==> src/rtl/vec_serializer_buf.sv <==
// Frame buffer: captures N_CH parallel words per accept, holds up to FRAMES frames,
// and streams each frame one word per handshake in forward or reversed channel order.
module vec_serializer_buf #(
    parameter int DATA_W = 8,
    parameter int N_CH   = 8,
    parameter int FRAMES = 2,
    localparam int IDX_W = $clog2(N_CH),
    localparam int CNT_W = $clog2(FRAMES + 1)
) (
    input  logic                     clk,
    input  logic                     rsta,
    input  logic                     flush,
    input  logic                     in_valid,
    output logic                     in_ready,
    input  logic [N_CH*DATA_W-1:0]   in_data,
    input  logic                     in_rev,
    output logic                     out_valid,
    input  logic                     out_ready,
    output logic [DATA_W-1:0]        out_data,
    output logic [IDX_W-1:0]         out_idx,
    output logic                     out_last,
    output logic [CNT_W-1:0]         frame_cnt
);

    localparam int PTR_W = (FRAMES > 1) ? $clog2(FRAMES) : 1;
    localparam logic [CNT_W-1:0] FRAMES_C = CNT_W'(FRAMES);
    localparam logic [CNT_W-1:0] ONE_C    = CNT_W'(1);
    localparam logic [IDX_W-1:0] LAST_POS = IDX_W'(N_CH - 1);
    localparam logic [PTR_W-1:0] PTR_LAST = PTR_W'(FRAMES - 1);

    typedef enum logic {S_IDLE, S_STREAM} state_t;

    logic [DATA_W-1:0] r_mem [FRAMES][N_CH];
    logic              r_rev [FRAMES];
    logic [PTR_W-1:0]  r_wr_ptr;
    logic [PTR_W-1:0]  r_rd_ptr;
    logic [IDX_W-1:0]  r_pos;
    logic [CNT_W-1:0]  r_cnt;
    state_t            r_state;

    logic              w_accept;
    logic              w_hs;
    logic              w_release;
    logic [IDX_W-1:0]  w_eff;
    logic [CNT_W-1:0]  w_cnt_nxt;
    state_t            w_state_nxt;

    // Handshakes are suppressed during flush so nothing is counted in that cycle.
    assign in_ready  = (r_cnt < FRAMES_C);
    assign frame_cnt = r_cnt;
    assign w_accept  = in_valid && in_ready && !flush;
    assign w_hs      = (r_state == S_STREAM) && out_ready && !flush;
    assign w_release = w_hs && (r_pos == LAST_POS);
    assign w_eff     = r_rev[r_rd_ptr] ? (LAST_POS - r_pos) : r_pos;

    always_comb begin
        w_cnt_nxt = r_cnt;
        if (w_accept && !w_release) begin
            w_cnt_nxt = r_cnt + ONE_C;
        end else if (!w_accept && w_release) begin
            w_cnt_nxt = r_cnt - ONE_C;
        end
    end

    always_ff @(posedge clk) begin
        if (w_accept) begin
            for (int k = 0; k < N_CH; k++) begin
                r_mem[r_wr_ptr][k] <= in_data[k*DATA_W +: DATA_W];
            end
            r_rev[r_wr_ptr] <= in_rev;
        end
    end

    always_ff @(posedge clk) begin
        if (rsta || flush) begin
            r_wr_ptr <= '0;
            r_rd_ptr <= '0;
            r_pos    <= '0;
            r_cnt    <= '0;
        end else begin
            r_cnt <= w_cnt_nxt;
            if (w_accept) begin
                r_wr_ptr <= (r_wr_ptr == PTR_LAST) ? '0 : r_wr_ptr + 1'b1;
            end
            if (w_release) begin
                r_pos    <= '0;
                r_rd_ptr <= (r_rd_ptr == PTR_LAST) ? '0 : r_rd_ptr + 1'b1;
            end else if (w_hs) begin
                r_pos <= r_pos + 1'b1;
            end
        end
    end

    always_ff @(posedge clk) begin
        if (rsta || flush) begin
            r_state <= S_IDLE;
        end else begin
            r_state <= w_state_nxt;
        end
    end

    always_comb begin
        w_state_nxt = r_state;
        out_valid   = 1'b0;
        out_data    = '0;
        out_idx     = '0;
        out_last    = 1'b0;
        case (r_state)
            S_IDLE: begin
                if (w_accept) begin
                    w_state_nxt = S_STREAM;
                end
            end
            S_STREAM: begin
                out_valid = 1'b1;
                out_data  = r_mem[r_rd_ptr][w_eff];
                out_idx   = w_eff;
                out_last  = (r_pos == LAST_POS);
                // Stay streaming when another frame is queued or arrives with this release.
                if (w_release && !w_accept && (r_cnt == ONE_C)) begin
                    w_state_nxt = S_IDLE;
                end
            end
            default: w_state_nxt = S_IDLE;
        endcase
    end

endmodule

==> config.mk <==
export PLATFORM = sky130hd
export DESIGN_NAME = vec_serializer_buf
export DESIGN_NICKNAME = d
export VERILOG_FILES = /design/src/rtl/vec_serializer_buf.sv
export SDC_FILE = /design/constraint.sdc
export NUM_CORES = 1
export LEC_CHECK = 0
export ABC_AREA = 1
export BUFFER_PORTS_ARGS = -buffer_cell sky130_fd_sc_hd__buf_2
export CORE_MARGIN = 2
export CORE_UTILIZATION = 45
export DETAILED_ROUTE_END_ITERATION = 7
export MAX_ROUTING_LAYER = met4
export PLACE_DENSITY = 0.65
export SETUP_SLACK_MARGIN = 0.1
export SYNTH_ARGS = -nofsm -noshare
export SYNTH_HDL_FRONTEND = slang
export SYNTH_SLANG_ARGS = --single-unit
==> constraint.sdc <==
create_clock -name clk -period 4.4 [get_ports clk]
set_clock_uncertainty 0.2 [all_clocks]
set_input_delay 0.44 -clock clk [delete_from_list [all_inputs] [get_ports clk]]
set_output_delay 0.44 -clock clk [all_outputs]
set_load 0.03 [all_outputs]
## Yosys cells after proc, flatten, opt, wreduce, memory -nomap -nowiden

Memory sizes are Yosys's and may differ from the RTL's. A register that Yosys moved wholly into a read port is not among the register bits.
Cells that the tools add are included.
Widths: inputs -> output; s select.

- Register bits after elaboration: 8
- Latch bits: 0
- RAM bits: 130
- ROM bits: 0
- Input bits: 70
- Output and inout port bits: 16
- Logic and storage cells: 53
- Memories: 2

Memory list:

| name | depth | width | read ports | clocked after Yosys merged registers in | wr ports | line | source |
|---|---|---|---|---|---|---|---|
| r_mem | 2 | 64 | 1 | 1 | 1 | 33 | `logic [DATA_W-1:0] r_mem [FRAMES][N_CH];` |
| r_rev | 2 | 1 | 1 | 1 | 1 | 34 | `logic r_rev [FRAMES];` |

- Add/subtract/negate cells: 6
- $mul: 0
- Div/mod/pow operators: 0
- Magnitude comparators: 2
- Equality and inequality tests: 2
- Shift operators: 0
- Muxes and demuxes: 20
- Bitwise gates (word level): 2
- Reduce and logical (&&, ||, !) cells: 14

Operators with widths:

| kind | number |
|---|---|
| $bmux 8 s3 | 1 |
| $mux 8 | 3 |
| $mux 1 | 11 |
| $logic_and 1x1->1 | 8 |
| $mux 3 | 2 |
| $ge 4x4->1 const B | 1 |
| $mux 2 | 2 |
| $not 3->4 | 1 |
| $add 3x1->3 const B | 1 |
| $eq 3x3->1 const B | 1 |
| $logic_not 1->1 | 3 |
| $sub 3x3->3 const A | 1 |
| $add 1x1->1 const B | 2 |
| $add 2x1->2 const B | 1 |
| $eq 2x1->1 const B | 1 |
| $lt 2x2->1 const B | 1 |
| $pmux 1 s2 | 1 |
| $reduce_bool 2->1 | 1 |
| $reduce_or 2->1 | 1 |
| $sub 2x1->2 const B | 1 |
| $logic_or 1x1->1 | 1 |
| $not 1->1 | 1 |

## Longest topological paths before layout

Gate-level depths: netlist (run 1).

- Depth after elaboration: 8
- Mapped depth: 10
- Gate-level depth less buffers: 9

## Worst setup path after synthesis (run 1)

Ideal clock, no wire load.

- Path kind: register to register
- From: register r_cnt[1] (netlist: frame_cnt[1])
- To: memory r_mem[1][0] in the netlist's numbering, enable pin
- Library setup time: 490 ps
- Data arrival time: 3665 ps
- Setup slack: 45 ps
- Cell stages (with the launch flop): 4
- Path buffers: 0
- Cell sequence: dfxtp_1 > inv_1 > nand3_1 > nor2_1

- Word-level cells in the longest chain between the ends: 5

Ends and longest elaborated chain:

| item | line | source |
|---|---|---|
| start: declaration | 38 | `logic [CNT_W-1:0] r_cnt;` |
| start signal: assignment | 81 | `r_cnt <= w_cnt_nxt;` |
| $lt 2x2->1 | 49 | `assign in_ready = (r_cnt < FRAMES_C);` |
| via in_ready | 14 | `output logic in_ready,` |
| $logic_and 1x1->1 (2 in a row) | 51 | `assign w_accept = in_valid && in_ready && !flush;` |
| $mux 1 | 66 | `if (w_accept) begin` |
| $mux 1 (implied by the code) | 68 | `r_mem[r_wr_ptr][k] <= in_data[k*DATA_W +: DATA_W];` |
| end: declaration | 33 |  |

The timed path passes the listed nets, and every way through them passes these cells.

==> reports/metrics.yaml, run 1 <==
status: "finished, final reports clean"
synthFlopType: "edfxtp_1"
irDropWorstVdd_v: 0.000381
timing.fmax_ghz: 0.266
fin_util_pct: 56.7
synth-edff-count: 130
clockPowerShare_pct: 45.5
hold_end: "r_mem[1][24]$_DFFE_PP_"
swShare_pct: 20.5
yosysUniqueCellTypes: 22
synth_top_area_share_pct: 66.4
hold_depth: 1
drc_errors: 0
final_cell_count_no_fill: 835
internal_power_w: 0.00243
cp.arrival_ps: 3110
die_h_um: 118
grt_usage_pct: 20.2
p_seq_share_pct: 49.0
clockBufferDepth: 2
total_power_w: 0.00305
hpwl_um: 8530
critPathRequiredTime_ps: 3760
r2r-end: "r_mem[1][12]$_DFFE_PP_"
grt_max_degree: 66
power.leakage_nw: 2.96
power.switching_w: 0.000626
core_mm2: 0.0127
slew_violations: 0
tritoncts: "built"
dr_total_vias: 4196
netlist_instances: 550
first_pass_iters: 5
timing.final.crit_period_ps: 3750
maxCapViolCount: 0
synth.top_cells.by_count: "151 x nand2_1, 130 x edfxtp_1, 107 x nor2_1"
synthTopCellsByArea: "edfxtp_1 66%, nand2_1 9.6%, nand3_1 7.2%, nor2_1 6.8%, dfxtp_1 3.1%"
async_flop_share_pct: 0
cts_htree_levels: 4
numCtsBuffers: 17
worstSetupStartpointType: "register"
drt-initial-drc-count: 495
setup_tns_ps: 0
grt_pass1_wl_um: 20800
antenna_found_initial: 0
syn2layout_area_growth_pct: 22.3
vias_per_cell: 5.03
cts-root-buf: "clkbuf_16"
drive_above_1_share_pct: 19.3
clk_latency_ps: 410
reg2reg_slack_ps: 2020
hold_start: "in_data[32]"
synth.most_common_cell: "nand2_1"
ys_seq_area_share_pct: 69.4
endpoint_kind: "output port"
rr_worst_depth: 4
synthesis.area_mm2: 0.00588
yosys.area.top_type: "edfxtp_1"
max-slew-margin-rel_pct: 28.9
grt_pass1_vias: 4069
die_w_um: 118
period_share_pct: 85.3
place.port_buffers: 85
tightestPinTransition_ps: 1060
overflow: 0
wl_per_cell_um: 15.8
synth_fp_nets: 625
worstSetupPathType: "reg -> out"
comb_power_share_pct: 5.5
ys_warn_count: 0
n_antenna_cell: 0
final_net_count: 726
drt.antenna.violating_nets: 0
ioPinCount: 86
r2r_start: "frame_cnt[1]$_SDFFE_PP0P_"
synth-seq-cells: 139
wirelength_um: 13200
gp_congestion: 0.873
hold_viol: 0
rows: 41
avgSynthCellArea_um2: 10.7
place_inst: 788
dieArea_mm2: 0.0140
hold_class: "in -> reg"
initial_core_util_pct: 46.4
rsz0062_at_grt: "no"
path_clk_slew_ps: 60
power_density_mw_per_mm2: 425
crit_path_max_fanout: 40
setup_viol: 0
clock_sinks: 139
[area by class of cell]
class	count	area, um2
repair buffers	107	643
clock inverters	14	153
clock buffers	17	425
multi-input cells	366	1590
inverters	20	77.6
well taps	172	215
fillers	1104	5480
flip-flops and latches	139	4090
[layout by cell type (no fill, tap or decap), drive strengths merged, types with 2 or more instances in the layout]
cell,n
ha,5
dlygate4sd3,16
clkinv,8
xor2,2
o21ai,3
nand3,85
inv,21
clkinvlp,2
nand2,154
o211ai,2
clkbuf,17
edfxtp,130
dfxtp,9
buf,91
nor2,108
a21oi,5
bufinv,3
[kinds of logic after synthesis]
group / after synthesis / share of synthesized area, %
DFF: 139 / 69.4
AOI/OAI and AO/OA: 11 / 1.15
adders and majority gates: 5 / 1.06
buffers and inverters: 45 / 3.77
and+or+nand+nor: 348 / 24.3
xor gates and xnor gates: 2 / 0.298
[per-layer routing]
metal  global-route usage [%]  part of all wire [%]  up-vias
met1                     26.6                    45     1956
met5                        -                     0        -
met2                     30.0                    46      151
met4                     7.15                   1.8        0
li1                         -                     -     2069
met3                     5.74                   6.9       20
[worst max-delay path by stage]
stage	end	slack [ps]	depth (start not counted)
3_5_place_dp	out_data[3]	1140	9
2_1_floorplan	r_mem[1][0]$_DFFE_PP_	1120	3
6_report	out_data[3]	650	9
3_3_place_gp	out_data[3]	1270	9
5_1_grt	out_data[3]	380	9
4_1_cts	out_data[3]	690	9
[critical path, cell delays in order, from the launching register on]
cell     delay [ps]
dfxtp_2         530
inv_2           370
nand2_2         200
nand3_1         430
nand2_1         510
nand2_1         180
nand3_1         120
nand3_1          70
nand2_1         100
buf_2           200
[power by group through the flow]
stage | logic (W) | clock network (W) | registers, W
5_1_grt | 0.000187 | 0.00147 | 0.00150
2_1_floorplan | 0.0000842 | 0 | 0.00152
4_1_cts | 0.000169 | 0.00141 | 0.00150
6_report | 0.000168 | 0.00139 | 0.00150
3_3_place_gp | 0.000154 | 0 | 0.00152
3_5_place_dp | 0.000158 | 0 | 0.00152
[per-stage QoR]
step / cell area, um2 / hold slack, ps / setup WS (ps)
finish: 7190 / 17.1 / 646
global route: 7190 / 0.657 / 384
CTS: 7190 / 0.284 / 689
detailed placement: 6450 / 267 / 1140
global placement: 6450 / 258 / 1270
floorplan: 5890 / 247 / 1120
[sequential cells by signal (all words and copies together) (netlist names), named ones only]
register,count
frame_cnt,2
r_mem,128
r_pos,3
r_rd_ptr,1
r_rev,2
r_state,1
r_wr_ptr,1
[what timing repair did]
item,4_1_cts,5_1_grt
gates resized for setup,0,0
hold buffers,16,0
endpoints found under the hold margin,32,0
setup buffers,0,0
Note: power is estimated with default switching activity, not from simulation.
==> run 2: changes to the inputs <==
Settings changed: CELL_PAD_IN_SITES_DETAIL_PLACEMENT set to 1, CELL_PAD_IN_SITES_GLOBAL_PLACEMENT set to 2, CORE_UTILIZATION 45 to 37, PLACE_DENSITY 0.65 to unset, PLACE_DENSITY_LB_ADDON set to 0.1.
==> reports/metrics.yaml, run 2 (same netlist as run 1, synthesis figures left out) <==
grt_pass1_vias: 4631  # +14%
crit_path_top_delay_cell: "buf_4"
top_regs: "r_mem x128, r_pos x3"
antenna_found_initial: 0  # unchanged
fin_util_pct: 48.5  # -8.3 points
max_stage_delay_ps: 550  # +20 ps
r2r_start: "frame_cnt[1]$_SDFFE_PP0P_"
hold_viol: 0  # unchanged
drt.antenna.violating_nets: 0  # unchanged
drt-initial-drc-count: 309  # -38%
clk_latency_ps: 420  # about the same
cts-root-buf: "clkbuf_16"
wirelength_um: 15400  # +17%
power.leakage_nw: 3.12  # +5.3%
setup_viol: 0  # unchanged
numCtsBuffers: 17  # unchanged
slew_violations: 0  # unchanged
hold_depth: 1  # unchanged
rows: 46  # +12%
overflow: 0  # unchanged
crit_path_max_fanout: 66  # +65%
clock_sinks: 139  # unchanged
maxCapViolCount: 0  # unchanged
die_w_um: 130  # +9.9%
worstSetupPathType: "reg -> out"
power.switching_w: 0.000665  # +6.2%
top_register: "r_mem"
path_cells: "buf_4 -> nand2_1 -> nand3_1 -> nand2_1 -> nand2_1 -> nand3_1 -> nand3_1 -> nand2_1 -> buf_2"
core_mm2: 0.0157  # +24%
endpoint_kind: "output port"
hold_start: "in_data[2]"
power_density_mw_per_mm2: 432  # +1.7%
hold_buffers: 44  # +28
vias_per_cell: 4.80  # -4.5%
first_pass_iters: 5  # unchanged
path_clk_slew_ps: 60  # about the same
rsz0062_at_grt: "no"
gp_congestion: 0.825  # -5.5%
final_cell_area_mm2: 0.00762  # +5.9%
place_inst: 832  # +5.6%
grt_pass1_wl_um: 24500  # +18%
status: "finished, final reports clean"
die_h_um: 130  # +9.9%
irDropWorstVdd_v: 0.000276  # -28%
grt_usage_pct: 20.2  # about the same
cts_resized: 0  # unchanged
placed_area_mm2: 0.00652  # +1.0%
setup_tns_ps: 0  # unchanged
grt_max_degree: 67  # +1.5%
clockPowerShare_pct: 48.6  # +3.1 points
drive_above_1_share_pct: 18.6  # -0.66 points
rr_worst_depth: 4  # unchanged
timing.fmax_ghz: 0.260  # -2.3%
max-slew-margin-rel_pct: 29.2  # +0.24 points
r2r-end: "r_mem[1][18]$_DFFE_PP_"
worstSetupStartpointType: "register"
comb_power_share_pct: 5.9  # +0.4 points
largest_reg_flops: 128  # unchanged
cpMostUsedCell: "nand2_1"
place.port_buffers: 85  # unchanged
syn2layout_area_growth_pct: 29.5
initial_core_util_pct: 37.4  # -9.0 points
hold_class: "in -> reg"
dieArea_mm2: 0.0169  # +21%
whs_ps: 16.4  # -0.735 ps
tritoncts: "built"
critPathRequiredTime_ps: 3760  # about the same
timing.final.crit_period_ps: 3840  # +87.3 ps
p_seq_share_pct: 45.5  # -3.5 points
ioPinCount: 86  # unchanged
drc_errors: 0  # unchanged
final_net_count: 754  # +3.9%
clockBufferDepth: 2  # unchanged
swShare_pct: 20.2  # -0.30 points
hold_end: "r_mem[1][58]$_DFFE_PP_"
wl_per_cell_um: 17.0  # +7.3%
dr_total_vias: 4358  # +3.9%
internal_power_w: 0.00263  # +8.1%
n_antenna_cell: 0  # unchanged
cts_setup_buffers: 0  # unchanged
layout_common_cells: "151 x nand2_1, 130 x edfxtp_1, 105 x nor2_1"
hpwl_um: 9800  # +15%
cp.arrival_ps: 3200  # +90 ps
reg2reg_slack_ps: 2010  # about the same
period_share_pct: 87.3  # +2.0 points
tightestPinTransition_ps: 1060  # -3.56 ps
cts_htree_levels: 4  # unchanged
layout_commonest_cell: "nand2_1"
final_cell_count_no_fill: 908  # +8.7%
## run 2: cell types whose count changed in the layout (fill, tap and decap cells not counted)
cell           delta
clkinv_2          -1
clkinv_4          +1
clkbuf_1          +2
buf_12            +1
dlygate4sd3_1    +28
bufinv_16         +3
clkinvlp_4        -1
buf_4             -1
clkinv_1          -2
inv_6             -1
## run 2: how the worst max path moves through the flow
stage	end	slack [ps]	cells past startpoint
floorplan	r_mem[1][0]$_DFFE_PP_	1120	3
global placement	out_data[7]	1010	9
detailed placement	out_data[3]	940	9
CTS	out_data[3]	450	9
global route	out_data[3]	280	9
finish	out_data[2]	560	9
## run 2: power by group through the flow
stage / registers [W] / logic, W / clock network [W]
floorplan: 0.00152 / 0.0000842 / 0
global placement: 0.00152 / 0.000161 / 0
detailed placement: 0.00152 / 0.000165 / 0
CTS: 0.00150 / 0.000196 / 0.00163
global route: 0.00150 / 0.000217 / 0.00168
finish: 0.00150 / 0.000194 / 0.00160
## run 2: stage by stage
stage | total power, W | setup WS (ps)
floorplan | 0.00161 | 1120
detailed placement | 0.00169 | 936
global route | 0.00339 | 277
global placement | 0.00168 | 1010
CTS | 0.00332 | 448
finish | 0.00329 | 559
## run 2: critical path: cells and delay by family, from the launching register on
kind | cells | cell delay, ps
AND/OR/NAND/NOR | 7 | 1710
buffers and inverters | 2 | 730
flip-flops | 1 | 330
## run 2: layout make-up
type	count	area [um2]
Clock buffer	19	433
Multi-Input combinational cell	366	1590
Sequential cell	139	4090
Clock inverter	13	223
Inverter	20	77.6
Fill cell	1723	8100
Tap cell	216	270
Timing Repair Buffer	135	936
## run 2: routing by layer
metal,up-vias,share of wire [%],GRT usage [%],wire (um)
li1,2121,-,-,-
met5,-,0,-,0
met2,95,47,30.5,7240
met1,2125,47,26.8,7300
met3,17,4.0,4.88,611
met4,0,1.7,6.83,266
==> run 3: changes to the inputs <==
Settings changed: RECOVER_POWER set to 25.
==> reports/metrics.yaml, run 3 (same netlist as run 1, synthesis figures left out) <==
power_density_mw_per_mm2: 434  # +0.40%
hpwl_um: 9800  # unchanged
largest_reg_flops: 128  # unchanged
wl_met2_um: 7250  # about the same
n_antenna_cell: 0  # unchanged
dr_wl_met3_um: 829  # +36%
path_cells: "buf_4 -> nand2_1 -> nand3_1 -> nand2_1 -> nand2_1 -> nand3_1 -> nand3_1 -> nand2_1 -> buf_2"
power.leakage_nw: 3.04  # -2.6%
hold_start: "in_data[45]"
wl_per_cell_um: 16.9  # -0.20%
die_h_um: 130  # unchanged
rows: 46  # unchanged
vias_per_cell: 4.81  # +0.14%
first_pass_iters: 4  # -1
setup_tns_ps: 0  # unchanged
highest_layer: "met4"
hold_end: "r_mem[1][21]$_DFFE_PP_"
die_w_um: 130  # unchanged
period_share_pct: 87.0  # -0.32 points
endpoint_kind: "output port"
layout_commonest_cell: "nand2_1"
maxCapViolCount: 0  # unchanged
cts_htree_levels: 4  # unchanged
fin_util_pct: 48.2  # -0.23 points
grt_pass1_vias: 4631  # unchanged
grt_pass1_wl_um: 24500  # unchanged
grt_usage_pct: 20.2  # unchanged
irDropWorstVdd_v: 0.000273  # -1.1%
hold_class: "in -> reg"
clockBufferDepth: 2  # unchanged
cts_resized: 0  # unchanged
cts-root-buf: "clkbuf_16"
hold_depth: 1  # unchanged
core_mm2: 0.0157  # unchanged
slew_violations: 0  # unchanged
dieArea_mm2: 0.0169  # unchanged
syn2layout_area_growth_pct: 28.9
overflow: 0  # unchanged
tritoncts: "built"
reg2reg_slack_ps: 2010  # about the same
clock_sinks: 139  # unchanged
path_clk_slew_ps: 60  # about the same
layout_common_cells: "151 x nand2_1, 130 x edfxtp_1, 105 x nor2_1"
final_net_count: 754  # unchanged
antenna_found_initial: 0  # unchanged
top_register: "r_mem"
max_stage_delay_ps: 550  # about the same
status: "finished, final reports clean"
clk_latency_ps: 410  # about the same
setup_viol: 0  # unchanged
crit_path_max_fanout: 66  # unchanged
cpMostUsedCell: "nand2_1"
dr_total_vias: 4364  # +0.14%
critPathRequiredTime_ps: 3760  # about the same
worstSetupStartpointType: "register"
crit_path_top_delay_cell: "buf_4"
worstSetupPathType: "reg -> out"
drc_errors: 0  # unchanged
hold_viol: 0  # unchanged
drt-initial-drc-count: 286  # -7.4%
tightestPinTransition_ps: 1050  # -5.54 ps
top_regs: "r_mem x128, r_pos x3"
timing.fmax_ghz: 0.261  # +0.37%
max-slew-margin-rel_pct: 29.6  # +0.37 points
cp.arrival_ps: 3190  # about the same
numCtsBuffers: 17  # unchanged
wirelength_um: 15400  # -0.20%
rr_worst_depth: 4  # unchanged
rsz0062_at_grt: "no"
r2r_start: "frame_cnt[1]$_SDFFE_PP0P_"
place.port_buffers: 85  # unchanged
ioPinCount: 86  # unchanged
grt_max_degree: 67  # unchanged
gp_congestion: 0.825  # unchanged
timing.final.crit_period_ps: 3830  # -14.3 ps
initial_core_util_pct: 37.4  # unchanged
met1_length_um: 7070  # -3.1%
drt.antenna.violating_nets: 0  # unchanged
drive_above_1_share_pct: 14.5  # -4.2 points
r2r-end: "r_mem[1][18]$_DFFE_PP_"
-- run 3: cell count changes in the layout (fill, tap and decap cells not counted) --
cell,change
buf_2,-30
clkbuf_1,+29
clkbuf_2,+1
-- run 3: cell type report --
| class | instances | area [um2] |
|---|---|---|
| Fill cell | 1731 | 8130 |
| Sequential cell | 139 | 4090 |
| Multi-Input combinational cell | 366 | 1590 |
| Timing Repair Buffer | 135 | 900 |
| Clock buffer | 19 | 433 |
| Tap cell | 216 | 270 |
| Clock inverter | 13 | 223 |
| Inverter | 20 | 77.6 |
-- run 3: worst max path at each step --
stage / startpoint / end / slack (ps) / cells after the start
finish: register / out_data[3] / 570 / 9
global route: register / out_data[3] / 280 / 9
detailed placement: register / out_data[3] / 940 / 9
global placement: register / out_data[7] / 1010 / 9
floorplan: frame_cnt[1]$_SDFFE_PP0P_ / r_mem[1][0]$_DFFE_PP_ / 1120 / 3
CTS: register / out_data[3] / 450 / 9
-- run 3: metrics by stage --
step           worst slack [ps]  instance area (um2)  hold WS [ps]  total power (W)  std cells
3_5_place_dp                936                 6520           268          0.00169        832
3_3_place_gp               1010                 6520           257          0.00168        832
6_report                    573                 7580          44.3          0.00329        908
4_1_cts                     448                 7620         0.701          0.00332        908
2_1_floorplan              1120                 5890           247          0.00161        550
5_1_grt                     277                 7580          43.4          0.00339        908
-- run 3: what timing repair did --
| action | CTS | global route |
|---|---|---|
| endpoints found under the setup margin | 0 | 0 |
| buffers inserted | 0 | 0 |
| hold endpoints to repair | 88 | 0 |
| hold buffers | 44 | 0 |
-- run 3: routing by layer --
| layer | up-vias | GRT usage, % |
|---|---|---|
| met3 | 12 | 4.88 |
| met5 | - | - |
| met1 | 2104 | 26.8 |
| met2 | 128 | 30.5 |
| met4 | 0 | 6.83 |
| li1 | 2120 | - |
-- run 3: where the power goes --
part	internal [W]	leakage [nW]	switching [W]	total, W
clock	0.00106	0.316	0.000544	0.00160
sequential	0.00149	1.27	0.00000972	0.00150
combinational	0.0000780	1.46	0.000112	0.000190
-- run 3: worst max-delay path, delay by kind of cell, from the launching register on --
| family | cells | cell delay [ps] |
|---|---|---|
| AND/OR/NAND/NOR | 7 | 1680 |
| flip-flops | 1 | 330 |
| buffers and inverters | 2 | 730 |
